===== config.mk =====
export PLATFORM = sky130hd
export DESIGN_NAME = if_id_queue_flat
export DESIGN_NICKNAME = d
export VERILOG_FILES = /design/src/rtl/if_id_queue_if.sv /design/src/rtl/if_id_queue.sv /design/src/flat_wrapper.sv
export SDC_FILE = /design/constraint.sdc
export NUM_CORES = 1
export LEC_CHECK = 0
export BUFFER_PORTS_ARGS = -buffer_cell sky130_fd_sc_hd__buf_2
export CORE_UTILIZATION = 57
export CTS_CLUSTER_DIAMETER = 30
export DETAILED_ROUTE_END_ITERATION = 6
export PLACE_DENSITY = 0.9
export SLEW_MARGIN = 10
export SYNTH_ARGS = -nofsm -noshare
export SYNTH_HDL_FRONTEND = slang
export SYNTH_SLANG_ARGS = --single-unit

===== constraint.sdc =====
create_clock -name clk -period 3.1 [get_ports clk]
set_input_delay 0 -clock clk [delete_from_list [all_inputs] [get_ports clk]]
set_output_delay 0 -clock clk [all_outputs]
set_load 0.05 [all_outputs]

===== src/rtl/if_id_queue_if.sv =====
// if_id_queue_if: fetch/decode handshake bundle for the IF/ID queue.
// master = fetch + control + decode side, slave = the queue itself.
interface if_id_queue_if #(
  parameter int ADDR_W = 32,
  parameter int INST_W = 32,
  parameter int DEPTH  = 4
);
  localparam int CNT_W = $clog2(DEPTH + 1);

  logic              flush;
  logic              if_valid;
  logic [ADDR_W-1:0] if_pc;
  logic [INST_W-1:0] if_inst;
  logic              if_ready;
  logic              id_stall;
  logic              id_valid;
  logic [ADDR_W-1:0] id_pc;
  logic [INST_W-1:0] id_inst;
  logic [CNT_W-1:0]  count;

  modport master (
    output flush, if_valid, if_pc, if_inst, id_stall,
    input  if_ready, id_valid, id_pc, id_inst, count
  );

  modport slave (
    input  flush, if_valid, if_pc, if_inst, id_stall,
    output if_ready, id_valid, id_pc, id_inst, count
  );
endinterface


===== src/rtl/if_id_queue.sv =====
// if_id_queue: DEPTH-entry FIFO of (pc, inst) pairs between fetch and decode.
// Fetch keeps running while decode stalls; flush empties the queue in one
// cycle; decode sees an all-zero bubble whenever nothing is valid.
// Optional macro IF_ID_QUEUE_BYPASS_EN: when the queue is empty, an incoming
// pair is forwarded combinationally to decode in the same cycle.
module if_id_queue #(
  parameter int ADDR_W = 32,
  parameter int INST_W = 32,
  parameter int DEPTH  = 4
) (
  input logic           clk,
  input logic           rst,
  if_id_queue_if.slave  bus
);
  localparam int PTR_W = $clog2(DEPTH);
  localparam int CNT_W = $clog2(DEPTH + 1);
  localparam logic [CNT_W-1:0] FULL = CNT_W'(DEPTH);

  logic [ADDR_W-1:0] pcMem   [DEPTH];
  logic [INST_W-1:0] instMem [DEPTH];

  logic [PTR_W-1:0] wp_q, wp_d;
  logic [PTR_W-1:0] rp_q, rp_d;
  logic [CNT_W-1:0] cnt_q, cnt_d;

  logic queueValid;
  logic readyInt;
  logic bypassHit;
  logic bypassTake;
  logic doPush;
  logic doPop;

  assign queueValid = (cnt_q != '0);
  assign readyInt   = (cnt_q != FULL);

`ifdef IF_ID_QUEUE_BYPASS_EN
  assign bypassHit  = ~queueValid & bus.if_valid & ~bus.flush;
  assign bypassTake = bypassHit & ~bus.id_stall;
`else
  assign bypassHit  = 1'b0;
  assign bypassTake = 1'b0;
`endif

  // A bypassed pair that decode consumes immediately is never written.
  assign doPush = bus.if_valid & readyInt & ~bus.flush & ~bypassTake;
  assign doPop  = queueValid & ~bus.id_stall & ~bus.flush;

  assign bus.if_ready = readyInt;
  assign bus.count    = cnt_q;

  // Head of queue (or bypassed pair) to decode, zero bubble otherwise.
  always_comb begin
    bus.id_valid = 1'b0;
    bus.id_pc    = '0;
    bus.id_inst  = '0;
    if (queueValid) begin
      bus.id_valid = 1'b1;
      bus.id_pc    = pcMem[rp_q];
      bus.id_inst  = instMem[rp_q];
    end else if (bypassHit) begin
      bus.id_valid = 1'b1;
      bus.id_pc    = bus.if_pc;
      bus.id_inst  = bus.if_inst;
    end
  end

  // Next pointers and occupancy; flush overrides any push or pop.
  always_comb begin
    wp_d  = wp_q;
    rp_d  = rp_q;
    cnt_d = cnt_q;
    if (bus.flush) begin
      wp_d  = '0;
      rp_d  = '0;
      cnt_d = '0;
    end else begin
      if (doPush) wp_d = wp_q + PTR_W'(1);
      if (doPop)  rp_d = rp_q + PTR_W'(1);
      case ({doPush, doPop})
        2'b10:   cnt_d = cnt_q + CNT_W'(1);
        2'b01:   cnt_d = cnt_q - CNT_W'(1);
        default: cnt_d = cnt_q;
      endcase
    end
  end

  // Pointer and occupancy registers, cleared asynchronously.
  always_ff @(posedge clk or posedge rst) begin
    if (rst) begin
      wp_q  <= '0;
      rp_q  <= '0;
      cnt_q <= '0;
    end else begin
      wp_q  <= wp_d;
      rp_q  <= rp_d;
      cnt_q <= cnt_d;
    end
  end

  // Entry storage; contents are don't-care until written.
  always_ff @(posedge clk) begin
    if (doPush) begin
      pcMem[wp_q]   <= bus.if_pc;
      instMem[wp_q] <= bus.if_inst;
    end
  end
endmodule


===== src/flat_wrapper.sv =====
// flat-port wrapper written by rule: the top's interface ports become plain ports
module if_id_queue_flat 
#(
  parameter int ADDR_W = 32,
  parameter int INST_W = 32,
  parameter int DEPTH  = 4
)
  (clk, rst, bus_flush, bus_if_valid, bus_if_pc, bus_if_inst, bus_id_stall, bus_if_ready, bus_id_valid, bus_id_pc, bus_id_inst, bus_count);
  if_id_queue_if #(.ADDR_W(ADDR_W), .INST_W(INST_W), .DEPTH(DEPTH)) bus_i ();
  input logic clk;
  input logic rst;
  input wire logic [$bits(bus_i.flush)-1:0] bus_flush;
  input wire logic [$bits(bus_i.if_valid)-1:0] bus_if_valid;
  input wire logic [$bits(bus_i.if_pc)-1:0] bus_if_pc;
  input wire logic [$bits(bus_i.if_inst)-1:0] bus_if_inst;
  input wire logic [$bits(bus_i.id_stall)-1:0] bus_id_stall;
  output wire logic [$bits(bus_i.if_ready)-1:0] bus_if_ready;
  output wire logic [$bits(bus_i.id_valid)-1:0] bus_id_valid;
  output wire logic [$bits(bus_i.id_pc)-1:0] bus_id_pc;
  output wire logic [$bits(bus_i.id_inst)-1:0] bus_id_inst;
  output wire logic [$bits(bus_i.count)-1:0] bus_count;
  assign bus_i.flush = bus_flush;
  assign bus_i.if_valid = bus_if_valid;
  assign bus_i.if_pc = bus_if_pc;
  assign bus_i.if_inst = bus_if_inst;
  assign bus_i.id_stall = bus_id_stall;
  assign bus_if_ready = bus_i.if_ready;
  assign bus_id_valid = bus_i.id_valid;
  assign bus_id_pc = bus_i.id_pc;
  assign bus_id_inst = bus_i.id_inst;
  assign bus_count = bus_i.count;
  if_id_queue #(.ADDR_W(ADDR_W), .INST_W(INST_W), .DEPTH(DEPTH)) u_core (.clk(clk), .rst(rst), .bus(bus_i));
endmodule

Yosys cells after proc, flatten, opt, wreduce, memory -nomap -nowiden:

Memory sizes are Yosys's and may differ from the RTL's.
Index checks and enable logic that the tools add are counted.

* add/subtract/negate cells: 4
* eq/ne operators: 3
* multiplexer cells: 11
* bitwise gates (word level): 6
* reductions and logical operators: 4

Operators with widths (count)
* 32-bit two-way mux: 2
* 2-bit two-way mux: 4
* 3-bit one-hot mux with 2 select lines: 1
* 3-bit nonzero test: 2
* 2-bit by 1-bit adder with 2-bit output (second input constant): 2
* 1-bit bitwise AND: 4
* 2-bit nonzero test: 2
* 3-bit by 1-bit adder with 3-bit output (second input constant): 1
* 1-bit two-way mux: 3
* 3-bit two-way mux: 1
* 3-bit != test (second input constant): 1
* 3-bit by 1-bit subtractor with 3-bit output (second input constant): 1
* 2-bit by 1-bit equality test with 1-bit output (second input constant): 1
* 2-bit equality test (second input constant): 1
* 1-bit inverter: 2

* bits in registers: 7
* memory bits (writable): 256
* output and inout bits: 69
* logic and storage cells: 33
* memories kept: 2

Memories
* u_core.instMem: depth 4, width 32, read ports 1, clocked after Yosys merged registers in 0, wr ports 1, RTL line if_id_queue.sv:20 `logic [INST_W-1:0] instMem [DEPTH];`
* u_core.pcMem: depth 4, width 32, read ports 1, clocked after Yosys merged registers in 0, wr ports 1, RTL line if_id_queue.sv:19 `logic [ADDR_W-1:0] pcMem [DEPTH];`

Depth between registers and ports, before layout:

* depth in word-level cells: 6
* mapped depth: 8

Worst setup path after synthesis:

OpenSTA, ideal clock, no wires.

* path type: flip-flop to flip-flop
* start point: register u_core.cnt_q[0], in the netlist u_core.bus.count[0]
* end point: memory u_core.instMem[0][0], enable pin
* setup time: 0.429 ns
* data arrival time: 3.023 ns
* required time: 2.671 ns
* path slack: -0.352 ns
* cell stages (with the launch flop): 5
* clock period less this slack: 3.452 ns
* cell sequence: dfrtp_1 > or3b_2 > nand2_1 > nor2_1 > and2_1

* word-level cells in the longest chain between the ends: 5

RTL lines
* start, declared: RTL line if_id_queue.sv:24 `logic [CNT_W-1:0] cnt_q, cnt_d;`
* start signal, assigned: RTL line if_id_queue.sv:96 `cnt_q <= cnt_d;`
* 3-bit != test: RTL line if_id_queue.sv:34 `assign readyInt = (cnt_q != FULL);`
* net bus_if_ready: RTL line flat_wrapper.sv:17 `output wire logic [$bits(bus_i.if_ready)-1:0] bus_if_ready;`
* 1-bit bitwise AND (2 in series): RTL line if_id_queue.sv:45 `assign doPush = bus.if_valid & readyInt & ~bus.flush & ~bypassTake;`
* 1-bit two-way mux: RTL line if_id_queue.sv:102 `if (doPush) begin`
* 1-bit two-way mux (implied by the code): RTL line if_id_queue.sv:104 `instMem[wp_q] <= bus.if_inst;`
* end, declared: RTL line if_id_queue.sv:20

The timed path passes the listed nets, and every way through them passes these cells.

Worst setup path in the final report:

* start point: register u_core.rp_q[0]
* end point: output port bus_id_pc[7]

* word-level cells in the longest chain between the ends: 2

RTL lines
* start, declared: RTL line if_id_queue.sv:23 `logic [PTR_W-1:0] rp_q, rp_d;`
* start signal, assigned: RTL line if_id_queue.sv:95 `rp_q <= rp_d;`
* memory 4 x 32 bit
* 32-bit two-way mux: RTL line if_id_queue.sv:56 `if (queueValid) begin`
* end, declared: RTL line flat_wrapper.sv:19 `output wire logic [$bits(bus_i.id_pc)-1:0] bus_id_pc;`

Every way passes these cells.

==> flow_metrics.py <==
metrics = {
    "run_status": {
        "status": "complete, no violations",
    },
    "global_routing": {
        "grtUsageTotal": 0.236,
        "grt_pass1_wl_mm": 31.6,
        "first_global_vias": 5800,
        "grt_max_degree": 66,
        "grt-ovfl-total": 0,
        "antenna_found_initial": 0,
    },
    "worst_setup_path": {
        "cp-end-kind": "output pin",
        "start_kind": "register",
        "cpPeakStageDelay_ns": 0.85,
        "critPathMaxFanout": 35,
        "cp.depth": 4,
        "cp.arrival_ns": 2.66,
        "path_class": "reg -> out",
        "cp_num_buf_inv": 2,
        "cpLargestDelayFamily": "flip-flops",
        "cp_cell_sequence": "buf_4 -> mux4_2 -> and2_1 -> buf_2",
        "r2r_cells": 5,
        "critPathRequiredTime_ns": 3.10,
        "cp_slowest_cell": "dfrtp_4",
    },
    "yosys": {
        "syn_nets": 542,
        "synthFlopType": "edfxtp_1",
        "yosysSeqAreaShare": 0.770,
        "syn_inst": 468,
        "synth_area_per_cell_um2": 21.8,
        "async_flop_share": 0.0266,
        "ys_types": 29,
        "synth_edf_count": 256,
        "syn_area_um2": 10200,
        "ys_ff_latch": 263,
        "ys_warn_count": 0,
    },
    "place": {
        "placed_area_um2": 11100,
        "dp_slack_ns": 0.885,
        "port_buffers": 137,
        "gp_congestion": 0.756,
        "post-dp-hpwl_mm": 10.9,
    },
    "layout": {
        "design_area_um2": 13200,
        "mostFrequentLayoutCells": "256 x edfxtp_1, 137 x buf_2, 70 x dlygate4sd3_1, 64 x mux4_2, 64 x and2_1",
        "area_growth_pct": 29.5,
        "drive_gt1_frac": 0.380,
        "final_common_cell": "edfxtp_1",
        "final_core_util": 0.760,
        "diodes": 0,
        "layout.nets": 774,
    },
    "sta": {
        "max_slew_margin": 0.325,
        "worst_pin_slew_ns": 1.01,
        "fin_setup_tns_ns": 0,
        "period_share": 0.859,
        "fmax_mhz": 376,
        "setup_viol": 0,
        "hold_viol": 0,
        "worst_slack_ns": 0.437,
        "fin_skew_ns": 0.0152,
        "rsz0062_at_grt": "no",
        "slew_violations": 0,
        "fin_crit_ns": 2.66,
    },
    "clock_tree": {
        "cts_buffer_depth": 3,
        "cts_resized": 0,
        "cts_inserted_buffers": 41,
        "clockRootBuffer": "clkbuf_16",
        "insertion_delay_ns": 0.50,
        "h-tree-depth": 2,
        "numClockSinks": 263,
        "cts_tree": "built",
        "clk_pin_slew_ns": 0.05,
    },
    "floorplanning": {
        "die_x_um": 136,
        "ioPinCount": 138,
        "start_util": 0.586,
        "die_y_um": 136,
        "rows": 48,
        "coreArea_um2": 17400,
        "die_area_um2": 18500,
    },
    "hold_path": {
        "hold_path_class": "in -> reg",
        "hold-path-cell-count": 2,
    },
    "power": {
        "cellLeakagePower_nw": 4.70,
        "power_mw": 9.85,
        "power_per_cell_area_nw_per_um2": 744,
        "ir_worst_vdd_uv": 607,
    },
    "detailed_routing": {
        "drt-total-wl_mm": 21.0,
        "vias_per_cell": 5.70,
        "ant_nets": 0,
        "first_pass_iters": 5,
        "drc_errors": 0,
        "route.vias.total": 5447,
        "initialDrtViolationCount": 379,
        "wl_per_cell_um": 21.9,
    },
    "job": {
        "maxCapViolCount": 0,
    },
}
==> state kept, by name (all words and copies together), names as in the netlist <==
| register | flops |
|---|---|
| u_core.instMem | 128 |
| u_core.rp_q | 2 |
| u_core.bus.count | 3 |
| u_core.wp_q | 2 |
| u_core.pcMem | 128 |
==> synth_stat cells, drive strengths merged, types with 2 or more instances <==
cell type,count,area (um2)
clkbuf,13,48.8
nor2,6,22.5
nor2b,2,12.5
a21oi,5,25.0
nand2,5,18.8
o2111ai,2,17.5
ha,4,50.1
xnor2,2,17.5
buf,12,126
nand3,2,10.0
dfrtp,7,175
nand2b,2,12.5
inv,7,26.3
mux4,64,1440
edfxtp,256,7690
and2,68,425
==> power by group <==
| group | leakage, nW | total, mW | switching, mW | internal, mW |
|---|---|---|---|---|
| sequential | 2.42 | 4.11 | 0.0743 | 4.03 |
| clock | 0.678 | 4.54 | 1.51 | 3.03 |
| combinational | 1.61 | 1.20 | 0.781 | 0.417 |
| total | 4.70 | 9.85 | 2.37 | 7.48 |
==> per-layer routing <==
| metal | global-route usage | up-vias | routed length [um] |
|---|---|---|---|
| li1 | - | 2369 | - |
| met1 | 0.305 | 2811 | 8320 |
| met2 | 0.402 | 236 | 10900 |
| met3 | 0.0488 | 31 | 1390 |
| met4 | 0.0778 | 0 | 297 |
| met5 | 0 | - | 0 |
==> metrics by stage <==
step                hold WS (ns)  cells
global route               0.241    956
global placement         -0.0667    812
CTS                        0.223    956
floorplan                 -0.197    468
detailed placement       -0.0400    812
finish                     0.254    956
==> worst paths after layout <==
path | start | to | slack (ns)
hold / removal | bus_if_pc[0] | u_core.pcMem[0][0]$_DFFE_PP_ | 0.25
min in group asynchronous | rst | u_core.bus.count[1]$_DFFE_PP0P_ | 0.56
max in group asynchronous | rst | u_core.rp_q[0]$_DFFE_PP0P_ | 2.27
hold reg to reg | u_core.wp_q[1]$_DFFE_PP0P_ | u_core.wp_q[1]$_DFFE_PP0P_ | 0.62
setup / recovery | u_core.rp_q[0]$_DFFE_PP0P_ | bus_id_pc[7] | 0.44
setup reg to reg | u_core.bus.count[0]$_DFFE_PP0P_ | u_core.instMem[3][14]$_DFFE_PP_ | 0.84
==> worst register-to-register path: cells and delay by family, from the launching register on <==
family | cells | cell delay (ns)
simple gates | 4 | 1.07
flops | 1 | 0.54
buf+inv | 1 | 0.32
==> repair_timing <==
action,CTS,global route
setup buffers,0,0
endpoints found under the hold margin,270,0
hold buffers,70,0
==> final cells by class <==
| cell class | instances | area, um2 |
|---|---|---|
| Clock inverter | 25 | 292 |
| Tap cell | 225 | 282 |
| Inverter | 7 | 26.3 |
| Sequential cell | 263 | 7870 |
| Timing Repair Buffer | 214 | 1500 |
| Fill cell | 926 | 4190 |
| Multi-Input combinational cell | 173 | 2160 |
| Clock buffer | 49 | 1100 |
==> cell families after synthesis <==
group                    Yosys count  share of synthesized area
AO/OA/AOI/OAI                     12                    0.00796
adder cells (fa/ha/maj)            5                    0.00686
buffers and inverters             32                     0.0197
flip-flops                       263                      0.770
multiplexers                      64                      0.141
XOR/XNOR                           2                    0.00172
AND/OR/NAND/NOR                   90                     0.0529
Note: power is estimated with default switching activity, not from simulation.
